==> src/rtl/bcd_display_pkg.sv <==
// bcd_display_pkg: FSM states, segment patterns and nibble-count helper for the BCD display driver
package bcd_display_pkg;
  typedef enum logic [1:0] {S_IDLE, S_CONV, S_LOAD} state_t;
  localparam logic [6:0] SEG_BLANK = 7'b1111111;
  localparam logic [6:0] SEG_DASH = 7'b1111110;
  localparam logic [15:0][6:0] SEG_TABLE = {
    7'b0111000, 7'b0110000, 7'b1000010, 7'b0110001,
    7'b1100000, 7'b0001000, 7'b0000100, 7'b0000000,
    7'b0001111, 7'b0100000, 7'b0100100, 7'b1001100,
    7'b0000110, 7'b0010010, 7'b1001111, 7'b0000001
  };
  function automatic int nibble_count(input int width);
    return (width * 30103 + 99999) / 100000;
  endfunction
endpackage

==> src/rtl/seg7_decode.sv <==
// seg7_decode: digit/blank/dash to active-low a..g pattern (i_digit, i_hex, i_blank, i_dash -> o_seg)
module seg7_decode
  import bcd_display_pkg::*;
(
  input  logic [3:0] i_digit,
  input  logic       i_hex,
  input  logic       i_blank,
  input  logic       i_dash,
  output logic [6:0] o_seg
);
  always_comb o_seg = i_dash ? SEG_DASH :
                      (i_blank || (!i_hex && i_digit > 4'd9)) ? SEG_BLANK : SEG_TABLE[i_digit];
endmodule

==> src/rtl/bcd_display_driver.sv <==
// bcd_display_driver: binary to decimal (shift-add-3) or hex seven-segment driver (i_clock, i_reset, i_start, i_valor, i_hex_mode -> o_busy, o_done, o_overflow, o_hex)
module bcd_display_driver
  import bcd_display_pkg::*;
#(
  parameter int WIDTH         = 16,
  parameter int DIGITS        = 5,
  parameter int BLANK_LEADING = 1
) (
  input  logic                  i_clock,
  input  logic                  i_reset,
  input  logic                  i_start,
  input  logic [WIDTH-1:0]      i_valor,
  input  logic                  i_hex_mode,
  output logic                  o_busy,
  output logic                  o_done,
  output logic                  o_overflow,
  output logic [7*DIGITS-1:0]   o_hex
);
  localparam int NB = nibble_count(WIDTH);
  localparam int HB = (WIDTH + 3) / 4;
  localparam int NM = NB > HB ? NB : HB;
  localparam int NT = NM > DIGITS ? NM : DIGITS;
  localparam int LW = 4 * NT;
  localparam int CW = $clog2(WIDTH + 1);
  state_t r_state, w_next;
  logic [WIDTH-1:0] r_shift;
  logic [4*NB-1:0] r_bcd, w_adj;
  logic r_hex_mode, r_done, r_overflow;
  logic [CW-1:0] r_cnt;
  logic [7*DIGITS-1:0] r_hex, w_seg;
  logic [LW-1:0] w_val;
  logic [DIGITS-1:0] w_blank;
  logic w_ovf, w_last;
  always_comb begin
    w_adj = r_bcd;
    for (int n = 0; n < NB; n++)
      w_adj[4*n+:4] = r_bcd[4*n+:4] >= 4'd5 ? r_bcd[4*n+:4] + 4'd3 : r_bcd[4*n+:4];
  end
  assign w_last = r_cnt == CW'(1);
  always_comb begin
    w_next = S_IDLE;
    w_next = r_state == S_IDLE ? (i_start ? (i_hex_mode ? S_LOAD : S_CONV) : S_IDLE) :
             r_state == S_CONV ? (w_last ? S_LOAD : S_CONV) : S_IDLE;
  end
  // In hex mode the shift register still holds the captured value untouched.
  assign w_val = r_hex_mode ? LW'(r_shift) : LW'(r_bcd);
  assign w_ovf = |(w_val >> (4 * DIGITS));
  for (genvar k = 0; k < DIGITS; k++) begin : g_dig
    // A digit is leading if it and every digit above it are zero; digit 0 always shows.
    assign w_blank[k] = BLANK_LEADING != 0 && k != 0 && w_val[LW-1:4*k] == '0;
    seg7_decode u_dec (
      .i_digit(w_val[4*k+:4]),
      .i_hex  (r_hex_mode),
      .i_blank(w_blank[k]),
      .i_dash (w_ovf),
      .o_seg  (w_seg[7*k+:7])
    );
  end
  always_ff @(posedge i_clock) begin
    if (i_reset) begin
      r_state    <= S_IDLE;
      r_done     <= 1'b0;
      r_overflow <= 1'b0;
      r_hex      <= '1;
    end else begin
      r_state <= w_next;
      r_done  <= r_state == S_LOAD;
      if (r_state == S_LOAD) begin
        r_hex      <= w_seg;
        r_overflow <= w_ovf;
      end
    end
  end
  always_ff @(posedge i_clock) begin
    if (r_state == S_IDLE && i_start) begin
      r_shift    <= i_valor;
      r_hex_mode <= i_hex_mode;
      r_bcd      <= '0;
      r_cnt      <= CW'(WIDTH);
    end else if (r_state == S_CONV) begin
      r_bcd   <= {w_adj[4*NB-2:0], r_shift[WIDTH-1]};
      r_shift <= r_shift << 1;
      r_cnt   <= r_cnt - CW'(1);
    end
  end
  assign o_busy     = r_state != S_IDLE;
  assign o_done     = r_done;
  assign o_overflow = r_overflow;
  assign o_hex      = r_hex;
endmodule

==> config.mk <==
export PLATFORM = sky130hd
export DESIGN_NAME = bcd_display_driver
export DESIGN_NICKNAME = d
export VERILOG_FILES = /design/src/rtl/bcd_display_pkg.sv /design/src/rtl/seg7_decode.sv /design/src/rtl/bcd_display_driver.sv
export SDC_FILE = /design/constraint.sdc
export NUM_CORES = 1
export LEC_CHECK = 0
export CAP_MARGIN = 15
export CORE_ASPECT_RATIO = 1.4
export CORE_MARGIN = 3
export CORE_UTILIZATION = 24
export DETAILED_ROUTE_END_ITERATION = 10
export PLACE_DENSITY = 0.38
export SETUP_SLACK_MARGIN = 0.2
export SYNTH_ARGS = -nofsm -noshare
export SYNTH_HDL_FRONTEND = slang
export SYNTH_SLANG_ARGS = --single-unit
==> constraint.sdc <==
create_clock -name i_clock -period 2.8 [get_ports i_clock]
set_input_delay 0.42 -clock i_clock [delete_from_list [all_inputs] [get_ports i_clock]]
set_output_delay 0.42 -clock i_clock [all_outputs]
set_load 0.005 [all_outputs]
==> results of run 1 <==
==> through the flow <==
| stage | hold WS (ns) | cell area [um2] | setup WS, ns | cells |
|---|---|---|---|---|
| 6_report | 0.485 | 6410 | 0.430 | 900 |
| 5_1_grt | 0.506 | 6410 | 0.256 | 900 |
| 4_1_cts | 0.489 | 6410 | 0.405 | 900 |
| 3_5_place_dp | 0.479 | 6070 | 0.355 | 884 |
| 3_3_place_gp | 0.477 | 6070 | 0.411 | 884 |
| 2_1_floorplan | 0.461 | 5150 | 0.361 | 579 |
==> cell type report <==
cell class	count	area, um2	share of cell area, %
multi-input cells	432	3080	48.1
repair buffers	82	768	12.0
flip-flops and latches	80	1770	27.6
clock inverters	6	115	1.79
inverters	34	128	1.99
clock buffers	10	229	3.57
well taps	256	320	4.99
==> cell usage in the layout, fill, tap and decap left out, types with 6 or more instances in the layout <==
cell type / count
clkbuf_16: 9
a22oi_1: 6
o21ai_0: 30
a31oi_1: 9
xnor2_1: 6
dfxtp_1: 63
o21bai_1: 10
nand3_1: 23
mux2i_1: 23
nand2b_1: 10
edfxtp_1: 17
inv_1: 32
nor3b_1: 6
ha_1: 46
mux2_2: 14
nand2_1: 72
nor2_1: 37
clkdlybuf4s50_1: 56
a21oi_1: 29
o22a_1: 14
nor2b_1: 10
buf_4: 25
==> report_power, final <==
group	total, mW	internal [mW]	switching [mW]	leakage, nW
clock network	1.40	0.879	0.519	0.164
registers	1.35	1.27	0.0798	0.680
logic	0.674	0.314	0.359	1.77
==> kinds of logic (layout without fill, tap and decap cells) <==
| logic type | Yosys count | after routing |
|---|---|---|
| other | 1 | 1 |
| buffers and inverters | 67 | 132 |
| flip-flops | 80 | 80 |
| multiplexers | 46 | 46 |
| AND/OR/NAND/NOR | 180 | 180 |
| adder cells (fa/ha/maj) | 46 | 46 |
| XOR/XNOR | 11 | 11 |
| AO/OA/AOI/OAI | 148 | 148 |
==> worst min-delay path: stages (launching register included) <==
cell and delay (ns):
dfxtp_1 0.31, nor2_1 0.09, a31oi_1 0.04
==> layer usage <==
metal / part of all wire, % / track usage [%] / vias to the layer above / wire, um
met4: 2.9 / 6.15 / 0 / 427
met1: 40 / 13.7 / 2095 / 5860
met3: 2.2 / 1.61 / 19 / 323
li1: - / - / 2176 / -
met5: 0 / 0 / - / 0
met2: 54 / 24.1 / 60 / 7870
==> worst paths after layout <==
| check | cells past startpoint | start | slack (ns) | endpoint |
|---|---|---|---|---|
| worst min register to register | 2 | o_hex[27] | 0.48 | o_hex[27] |
| worst min-delay path | 2 | o_hex[27] | 0.48 | o_hex[27] |
| worst max-delay path | 8 | r_hex_mode | 0.43 | o_hex[34] |
| worst max register to register | 8 | r_hex_mode | 0.43 | o_hex[34] |
==> registers in the layout, indices dropped and copies added (netlist names) <==
name / count
r_bcd: 20
o_done: 1
r_shift: 16
o_hex: 35
r_state: 2
r_cnt: 5
r_hex_mode: 1
==> impl_metrics.ini, run 1 <==
[run_status]
status = finished clean

[place]
dp_hpwl_um = 11000
portBuffers = 56
gp_congestion = 0.826

[drt]
wl_um = 14500
first_iter_violations = 213
firstDrtPassIters = 4
vias_per_cell = 4.83
post_drt_wl_per_cell_um = 16.1
vias = 4350
detail-route-antenna-nets = 0
drc = 0

[synthesis]
netlist_top_cells_area = dfxtp_1 (24%), ha_1 (11%), edfxtp_1 (9.9%)
post-synth-top-area-cell = dfxtp_1
ys_async_sr_fraction_pct = 0
avgSynthCellArea_um2 = 8.89
synthMuxAreaShare_pct = 10.4
seq_area_frac_synth_pct = 34.4
syn_area_um2 = 5150
synth_seq_cells = 80
synth_fp_nets = 645
synthDistinctLibCells = 68
synthCells = 579
synth-edff-count = 17
synth_top_family_by_area = compound AO/OA/AOI/OAI gates
yosys-top-cells-count = nand2_1 (72), dfxtp_1 (63), ha_1 (46)
yosysMostFrequentCell = nand2_1
synth_xor_area_share_pct = 1.87
synth_top_area_share_pct = 24.5
synth-simple-area-share_pct = 16.4
synth_compound_area_share_pct = 20.0
synthAdderAreaFrac_pct = 11.2
yosysWarnings = 0
synth_top_flop_cell = dfxtp_1

[clock_tree]
root_buffer = clkbuf_16
numCtsBuffers = 9
insertion_delay_ns = 0.35
cts_tree = done
cts_sinks = 80
clkTransAtPathRegs_ns = 0.07
clockBufferDepth = 2
hold_buffers = 0
post_cts_resize_count = 0
htree_levels = 3
cts_setup_buffers = 0

[global_route]
grt-ovfl-total = 0
grt_usage_pct = 12.7
grt_max_degree = 31
grt_first_pass_wirelength_um = 23200
antenna_found_initial = 0
first_global_vias = 4463

[hold_path]
hp-class = reg2reg

[die]
start_util_pct = 24.8
io_pins = 58
core_um2 = 20800
die_h_um = 179
rows = 62
die_area_um2 = 23300
die_x_um = 130

[finish]
drive_above_1_share_pct = 11.2
n_antenna_cell = 0
layout-area-overhead-vs-synth_pct = 24.6
utilization_pct = 30.9
layout.nets = 705
fillerInstances = 2200

[critical_path]
startpoint_type = register
crit_path_frequent_cell = nand2_1
arrival_ns = 2.61
path_buf_inv = 2
path_max_fanout = 9
crit_type = reg2reg
required_ns = 3.04
slowest_stage = edfxtp_1
crit_family = compound AO/OA/AOI/OAI gates
cp-end-kind = register
max_stage_delay_ns = 0.45
crit_chain = inv_2 > nand2_1 > inv_1 > ha_1 > o21bai_1 > a22oi_1 > nand2_1 > o32a_1

[power_and_ir_drop]
fin_total_pwr_mw = 3.42
p_per_area_nw_per_um2 = 533
p_leak_nw = 2.62
peakVddDrop_uv = 251

[timing]
setup_viol = 0
fmax_ghz = 0.422
max-slew-margin-rel_pct = 67.0
finalCritPeriodShare_pct = 84.7
hold_viol = 0
finalMaxSlewViolations = 0
tns_ns = 0
worst_slew_pin_slew_ns = 0.485
skew_ns = 0.00614
fin_crit_ns = 2.37
rsz0062_at_grt = no

[job]
drv_cap = 0
No activity file was read; power rests on OpenSTA's default activity.
==> inputs of run 2 (changes only) <==
PLACE_DENSITY = 0.39   (was 0.38)
clock period = 1.9 ns   (was 2.8 ns; I/O delays follow)
==> run 2 against run 1 <==
Effect of this change:
- final area increased by 24%
- the run now ends with negative setup slack left
- clock skew increased by 0.0017 ns
- total power increased by 63%
- critical path type unchanged
- sequential power increased by 46%
- sequential cell count unchanged
- clock power increased by 47%
- combinational power increased by 130%
- critical path depth decreased by 1
==> impl_metrics.ini, run 2 (synthesis results as in run 1) <==
[global_route]
gr-usage-met1_pct = 16.1
grt_first_pass_wirelength_um = 25400
grt_busiest_layer = met2
grt_use_met3_pct = 2.03
use_met2_pct = 25.4
first_global_vias = 4996
grt_usage_pct = 13.7
antenna_found_initial = 0
grt_max_degree = 26
grt-ovfl-total = 0

[finish]
layout-area-overhead-vs-synth_pct = 55.0
final_cell_mix = buf_4 (89), nand2_1 (68), dfxtp_1 (59)
drive_above_1_share_pct = 35.6
layout.nets = 803
utilization_pct = 38.4
fillerInstances = 2093
largest_reg_flops = 35
mostFrequentLayoutCell = buf_4
n_antenna_cell = 0

[power_and_ir_drop]
fin_total_pwr_mw = 5.56
p_sw_share_pct = 28.4
peakVddDrop_uv = 373
power_frac_clock_pct = 37.1
switching_power_mw = 1.58
pwr-share-comb_pct = 27.5
seqPwrFrac_pct = 35.4
internal_power_mw = 3.99
p_leak_nw = 3.19
p_per_area_nw_per_um2 = 697

[critical_path]
startpoint_type = register
path_max_fanout = 6
crit_type = reg2reg
cp-end-kind = register
arrival_ns = 2.23
required_ns = 2.13

[clock_tree]
root_buffer = clkbuf_16
clockBufferDepth = 2
clkTransAtPathRegs_ns = 0.06
htree_levels = 3
insertion_delay_ns = 0.34
numCtsBuffers = 9
cts_sinks = 80
cts_tree = done

[job]
drv_cap = 0

[run_status]
status = finished, violations left
violations = negative setup slack

[die]
die_area_um2 = 23300
die_h_um = 179
rows = 62
core_um2 = 20800
io_pins = 58
die_x_um = 130
start_util_pct = 24.8

[drt]
detail-route-antenna-nets = 0
vias_per_cell = 4.72
drc = 0
post_drt_wl_per_cell_um = 15.5
wl_um = 15500
firstDrtPassIters = 5
vias = 4710
first_iter_violations = 213

[timing]
fmax_ghz = 0.499
rsz0062_at_grt = yes
fin_crit_ns = 2.00
finalCritPeriodShare_pct = 105
skew_ns = 0.00786
hold_viol = 0
setup_viol = 23
finalMaxSlewViolations = 0
worst_slack_ns = -0.103

[place]
gp_congestion = 0.804
dp_hpwl_um = 11600
portBuffers = 56

[hold_path]
hp-class = reg2reg
## run 2: changes by cell type in the layout (fill, tap and decap cells not counted), moves of 7 or more
cell     previous run  this run
a21oi_1            29        15
a21oi_2             0        14
buf_4              25        89
buf_6               0        31
ha_1               46        21
ha_4                0        19
inv_1              32        21
inv_2               2         9
mux2i_1            23        12
mux2i_4             2        10
o21ai_0            30        23
## run 2: worst max-delay path, stage by stage (launching register included)
cell      delay, ns
edfxtp_1       0.43
buf_6          0.20
mux2i_4        0.34
ha_2           0.25
o21bai_2       0.08
a21oi_2        0.18
o31ai_4        0.12
o32a_1         0.29
## run 2: timing repair
item / 4_1_cts / 5_1_grt
pin swaps: 49 / 30
endpoints found under the setup margin: 37 / 41
buffers inserted: 20 / 7
gates resized for setup: 118 / 30
hold buffers: 0 / 0
## run 2: power groups by stage
stage | clock network (mW) | registers [mW] | logic (mW)
final | 2.06 | 1.97 | 1.53
after global routing | 2.18 | 1.99 | 1.68
after CTS | 2.13 | 1.97 | 1.48
after detailed placement | 0 | 2.01 | 1.26
after global placement | 0 | 2.00 | 1.25
after floorplan | 0 | 1.99 | 0.730
## run 2: final timing paths
| check | startpoint | end | slack (ns) | cells after the start |
|---|---|---|---|---|
| worst min register to register | o_hex[32] | o_hex[32] | 0.48 | 1 |
| worst max-delay path | r_hex_mode | o_hex[10] | -0.10 | 7 |
| worst min-delay path | o_hex[32] | o_hex[32] | 0.48 | 1 |
| worst max register to register | r_hex_mode | o_hex[10] | -0.10 | 7 |
## run 2: final cells by class
| class | count | area [um2] | area share, % |
|---|---|---|---|
| well taps | 256 | 320 | 4.01 |
| repair buffers | 180 | 1660 | 20.8 |
| multi-input cells | 432 | 3730 | 46.8 |
| inverters | 34 | 150 | 1.88 |
| clock buffers | 10 | 239 | 2.99 |
| clock inverters | 6 | 106 | 1.33 |
| flip-flops and latches | 80 | 1780 | 22.3 |
## run 2: routing by layer
| metal | share of wire [%] | vias up |
|---|---|---|
| met5 | 0 | - |
| met4 | 2.0 | 0 |
| met3 | 2.7 | 20 |
| met2 | 53 | 76 |
| met1 | 43 | 2236 |
| li1 | - | 2378 |
## run 2: through the flow
stage	hold WS (ns)	setup slack, ns	std cells	cell area [um2]	setup TNS (ns)
after detailed placement	0.472	-0.281	955	6830	-4.92
after global placement	0.459	-0.241	955	6830	-4.23
after CTS	0.489	-0.125	991	7830	-1.08
final	0.479	-0.103	998	7980	-0.607
after floorplan	0.384	-0.223	579	5370	-3.22
after global routing	0.508	-0.203	998	7980	-3.18
==> variant 1: new RTL, flow settings as in run 2 <==
Register the output `o_hex` once more, cleared by the reset; this adds one clock of latency there. The other outputs are not delayed to match.
--- a/src/rtl/bcd_display_driver.sv
+++ b/src/rtl/bcd_display_driver.sv
@@ -86,6 +86,12 @@
   assign o_busy     = r_state != S_IDLE;
   assign o_done     = r_done;
   assign o_overflow = r_overflow;
-  assign o_hex      = r_hex;
+  always_ff @(posedge i_clock) begin
+    if (i_reset) begin
+      o_hex <= '0;
+    end else begin
+      o_hex <= r_hex;
+    end
+  end
 endmodule
 
Check against the original RTL: not equivalent (a bounded check fails within 4 cycles, from zero or initial values and one cycle with i_reset high).
==> variant 1 against run 2 <==
  * Sequential power increased by 41%
  * Setup slack got worse by 76 ps
  * Global-route usage shrank 1.6 points
  * The run still ends with setup timing left
  * Design area rose by 13%
  * Power is 35% higher
  * Sequential cell count is 35 higher
  * Largest cell class unchanged
  * Combinational power shrank 4%
  * Area after synthesis grew 17%
  * Wire length grew 5.1%
==> variant 1: results (changes against run 2) <==
place:
  portBuffers: 56  # unchanged
  gp_congestion: 0.829  # was 0.804
  place_ws_ps: -226  # was -281 ps
  place_area_mm2: 0.00767  # was 0.00683 mm^2
  dp_hpwl_mm: 11.8  # was 11.6 mm
synthesis:
  synth.area.mux_share: 0.0832  # was 0.104
  ys_seq_area_frac: 0.411  # was 0.344
  yosys_warnings: 0  # unchanged
  synth_xor_area_frac: 0.0160  # was 0.0187
  synth-compound-area-share: 0.168  # was 0.200
  syn-num-nets: 704  # was 645
  synth_common_cells: "dfxtp_1 (98), nand2_1 (76), ha_1 (45), nor2b_1 (40), o21ai_0 (36)"  # was nand2_1 (72), dfxtp_1 (63), ha_1 (46), nor2_1 (37), inv_1 (32)
  synth_fa_ha_area_frac: 0.0936  # was 0.112
  post_synth_num_cell_types: 74  # was 68
  synth_area_leaders: "dfxtp_1 (33%), ha_1 (9.4%), edfxtp_1 (8.5%)"  # was dfxtp_1 (24%), ha_1 (11%), edfxtp_1 (9.9%)
  synth_ff_type: "dfxtp_1"  # unchanged
  synth_edf_count: 17  # unchanged
  synthArstFlopShare: 0  # unchanged
power:
  p_leak_uw: 0.00358  # was 0.00319 uW
  ir_drop_mv: 0.628  # was 0.373 mV
timing:
  setup_viol: 34  # was 23
  tightest_slew_ps: 673
  fin_skew_ps: 7.19  # was 7.86 ps
  setup_slack_ps: -179  # was -103 ps
  setup-tns-final_ps: -3740  # was -607 ps
outcome:
  violations: "setup timing"  # unchanged
  outcome: "complete, but fails checks"  # unchanged
global_route:
  grt_start_max_net_pins: 28  # was 26
  grt_pass1_wl_mm: 26.4  # was 25.4 mm
  antenna_found_initial: 0  # unchanged
  grt_pass1_vias: 5299  # was 4996
  grt_usage: 0.122  # was 0.137
  grt_overflow_total: 0  # unchanged
detailed_routing:
  firstDrtPassIters: 4  # was 5
  drt_iter0_markers: 222  # was 213
  avgViaCountPerCell: 4.51  # was 4.72
  drc: 0  # unchanged
  wl_mm: 16.3  # was 15.5 mm
clock_network:
  cts.path.max_buffers: 2  # unchanged
  root_buffer: "clkbuf_16"  # unchanged
  clk_pin_slew_ps: 50
  numCtsBuffers: 17  # was 9
  clk_latency_ps: 420  # was 340 ps
  htreeDepth: 4  # was 3
setup_path:
  cp_max_fo: 6  # unchanged
  cp.arrival_ps: 2390  # was 2230 ps
  crit_slowest_cell: "edfxtp_1"  # unchanged
  critPathTopFamily: "buffers and inverters"  # was compound AO/OA/AOI/OAI gates
  max_stage_delay_ps: 440
finish:
  reg.largest.list: "o_hex (35), r_hex (35), r_bcd (20)"
  nNetsFinal: 860  # was 803
  antennaDiodeCount: 0  # unchanged
  n_fill_cell: 2457  # was 2093
  final_layout_size_suffix_gt1_frac: 0.328  # was 0.356
worst_hold_path:
  min_path_type: "primary input to register"  # was register to register
-- variant 1: changes by cell type after synthesis, sizes merged, moves of 5 or more --
| cell | delta |
|---|---|
| dfxtp | +35 |
| nor2 | -5 |
| nor2b | +30 |
| o211ai | +7 |
| o21bai | -5 |
-- variant 1: logic make-up after synthesis --
group                    after synthesis
AND/OR/NAND/NOR                      210
AO/OA/AOI/OAI                        144
flip-flops                           115
buffers and inverters                 71
adder cells (fa/ha/maj)               45
multiplexers                          42
XOR/XNOR                              11
other                                  1
-- variant 1: final cells by class --
| cell class | count | area [um^2] | share of cell area |
|---|---|---|---|
| Inverter | 34 | 161 | 0.0178 |
| Clock inverter | 11 | 133 | 0.0147 |
| Timing Repair Buffer | 174 | 1630 | 0.180 |
| Clock buffer | 21 | 472 | 0.0521 |
| Sequential cell | 115 | 2480 | 0.274 |
| Multi-Input combinational cell | 453 | 3780 | 0.418 |
| Tap cell | 310 | 388 | 0.0429 |
-- variant 1: where the power goes --
part / total, uW / leakage [uW] / switching [uW] / internal [uW]
Clock: 3290 / 0.000303 / 1130 / 2150
Combinational: 1470 / 0.00230 / 698 / 771
Sequential: 2780 / 0.000979 / 120 / 2660
Total: 7540 / 0.00358 / 1950 / 5590
-- variant 1: what timing repair did --
item                       CTS  global route
gates resized for setup     60            72
gates cloned                 1             0
setup endpoints to repair   37            39
pin swaps                   30            32
buffers inserted             8            13
-- variant 1: path summary, 6_finish.rpt --
| check | from | end | slack [ps] | cells after the start |
|---|---|---|---|---|
| hold / removal | i_reset | r_state[0]$_SDFF_PP0_ | 370 | 3 |
| setup reg to reg | r_hex_mode$_DFFE_PP_ | r_hex[20]$_SDFFE_PP1P_ | -180 | 9 |
| hold reg to reg | r_hex[15]$_SDFFE_PP1P_ | o_hex[15]$_SDFF_PP0_ | 460 | 1 |
| setup / recovery | r_hex_mode$_DFFE_PP_ | r_hex[20]$_SDFFE_PP1P_ | -180 | 9 |
-- variant 1: worst register-to-register path, delay by kind of cell, from the launching register on --
family	cells	cell delay [ps]
multiplexers	1	220
adder cells (fa/ha/maj)	1	160
AO/OA/AOI/OAI	2	550
buffers and inverters	5	610
flip-flops	1	440
-- variant 1: routing by layer --
metal / vias up / global-route usage / wire length [um] / part of all wire
li1: 2548 / - / - / -
met1: 2381 / 0.134 / 6710 / 0.41
met2: 86 / 0.224 / 8740 / 0.54
met3: 24 / 0.0274 / 498 / 0.031
met4: 0 / 0.0506 / 339 / 0.021
met5: - / 0 / 0 / 0
-- variant 1: through the flow --
step	total power (uW)	std cells
after global routing	7910	1118
after floorplan	3560	639
after CTS	7580	1105
final	7540	1118
after detailed placement	4130	1064
after global placement	4110	1064
==> variant 2: new RTL, flow settings as in run 2 <==
Without the edit above. `WIDTH`: 16 -> 32.
--- a/src/rtl/bcd_display_driver.sv
+++ b/src/rtl/bcd_display_driver.sv
@@ -2,7 +2,7 @@
 module bcd_display_driver
   import bcd_display_pkg::*;
 #(
-  parameter int WIDTH         = 16,
+  parameter int WIDTH         = 32,
   parameter int DIGITS        = 5,
   parameter int BLANK_LEADING = 1
 ) (
Ports: changed (resized i_valor); port bits go from 58 to 74. The function was not compared with the original's and may differ.
==> variant 2 against run 2 <==
  * Via count rose by 34%
  * Sequential cell count rose by 38
  * Count of clock-buffer cells in the layout rose by 15
  * Critical path depth rose by 2
  * Area after synthesis rose by 33%
  * Largest power group unchanged
  * Design area rose by 26%
  * Critical path type unchanged
  * Die area rose by 31%
  * Synthesized cell count rose by 39%
  * Setup slack got worse by 270 ps
  * Sequential share of layout area rose by 4.5 points
  * Fmax fell by 12%
  * First-iteration DRC count rose by 17%
  * Power rose by 44%
  * Wire length rose by 34%
  * The flow still finishes with violations (setup timing)
==> variant 2: results (changes against run 2) <==
power:
  p_leak_uw: 0.00424  # was 0.00319 uW
setup_path:
  reg2regPathDepth: 9  # was 7
  crit_slowest_cell: "or4_4"  # was edfxtp_1
  cp_max_fo: 10  # was 6
  endpoint: "o_hex[18]$_SDFFE_PP1P_"  # was o_hex[10]$_SDFFE_PP1P_
place:
  dp_hpwl_mm: 16.1  # was 11.6 mm
  place_area_mm2: 0.00924  # was 0.00683 mm^2
  place_ws_ps: -553  # was -281 ps
  portBuffers: 73  # was 56
timing:
  setup_viol: 35  # was 23
  setup_slack_ps: -369  # was -103 ps
  hold_slack_ps: 480  # was 479 ps
  fin_skew_ps: 9.85  # was 7.86 ps
  setup-tns-final_ps: -8740  # was -607 ps
worst_hold_path:
  hold-path-endpoint: "o_hex[17]$_SDFFE_PP1P_"  # was o_hex[32]$_SDFFE_PP1P_
  min_from: "o_hex[17]$_SDFFE_PP1P_"  # was o_hex[32]$_SDFFE_PP1P_
detailed_routing:
  drt_iter0_markers: 249  # was 213
  wl_per_cell_um: 14.8  # was 15.5 um
  dr_wl_met3_um: 512  # was 416 um
  wl_met1_mm: 9.54  # was 6.61 mm
  dr_wl_met2_mm: 10.5  # was 8.16 mm
synthesis:
  syn-num-nets: 892  # was 645
  synth_edf_count: 33  # was 17
  synth_common_cells: "nand2_1 (128), dfxtp_1 (85), nor2_1 (64), a21oi_1 (60), o21ai_0 (54)"  # was nand2_1 (72), dfxtp_1 (63), ha_1 (46), nor2_1 (37), inv_1 (32)
  synth_area_leaders: "dfxtp_1 (25%), edfxtp_1 (14%), ha_1 (9.5%)"  # was dfxtp_1 (24%), ha_1 (11%), edfxtp_1 (9.9%)
finish:
  utilization: 0.362  # was 0.384
  nNetsFinal: 1110  # was 803
  largest_reg_flops: 40  # was 35
global_route:
  grt_usage: 0.141  # was 0.137
  grt_start_max_net_pins: 52  # was 26
clock_network:
  htreeDepth: 4  # was 3
  clk_latency_ps: 420  # was 340 ps
outcome:
  outcome: "complete, but fails checks"  # unchanged
  violations: "setup timing"  # unchanged
-- variant 2: cells by family after synthesis --
kind of cell	after synthesis	share of synthesized area
fa+ha+maj	52	0.0952
buf+inv	83	0.0483
flops	118	0.394
mux	36	0.0613
simple gates	300	0.197
xor+xnor	21	0.0269
compound gates	194	0.178
-- variant 2: worst reg2reg max path, cell delays in order, from the launching register on --
cell      delay (ps)
edfxtp_1         420
buf_12           180
mux2i_4          200
inv_1             90
ha_1             170
nor2_1            50
o211a_1          220
o21bai_1         150
or4_4            480
o22a_1           200
-- variant 2: per-layer routing --
| metal | track usage | vias to the layer above |
|---|---|---|
| li1 | - | 3284 |
| met5 | 0 | - |
| met1 | 0.175 | 2936 |
| met4 | 0.0409 | 0 |
| met3 | 0.0273 | 18 |
| met2 | 0.248 | 82 |
-- variant 2: power by group --
part           switching, uW  internal, uW  total [uW]
Combinational            860           869        1730
Clock                   1210          2160        3370
Sequential               132          2790        2920
-- variant 2: final cells by class --
class,instances,share of cell area
flip-flops and latches,118,0.268
inverters,44,0.0164
repair buffers,238,0.205
clock buffers,25,0.0515
well taps,370,0.0460
clock inverters,7,0.00895
multi-input cells,603,0.405
-- variant 2: timing repair --
| action | CTS | global route |
|---|---|---|
| endpoints found under the setup margin | 37 | 43 |
| resized for setup | 26 | 23 |
| pin swaps | 3 | 1 |
| buffers inserted | 4 | 0 |
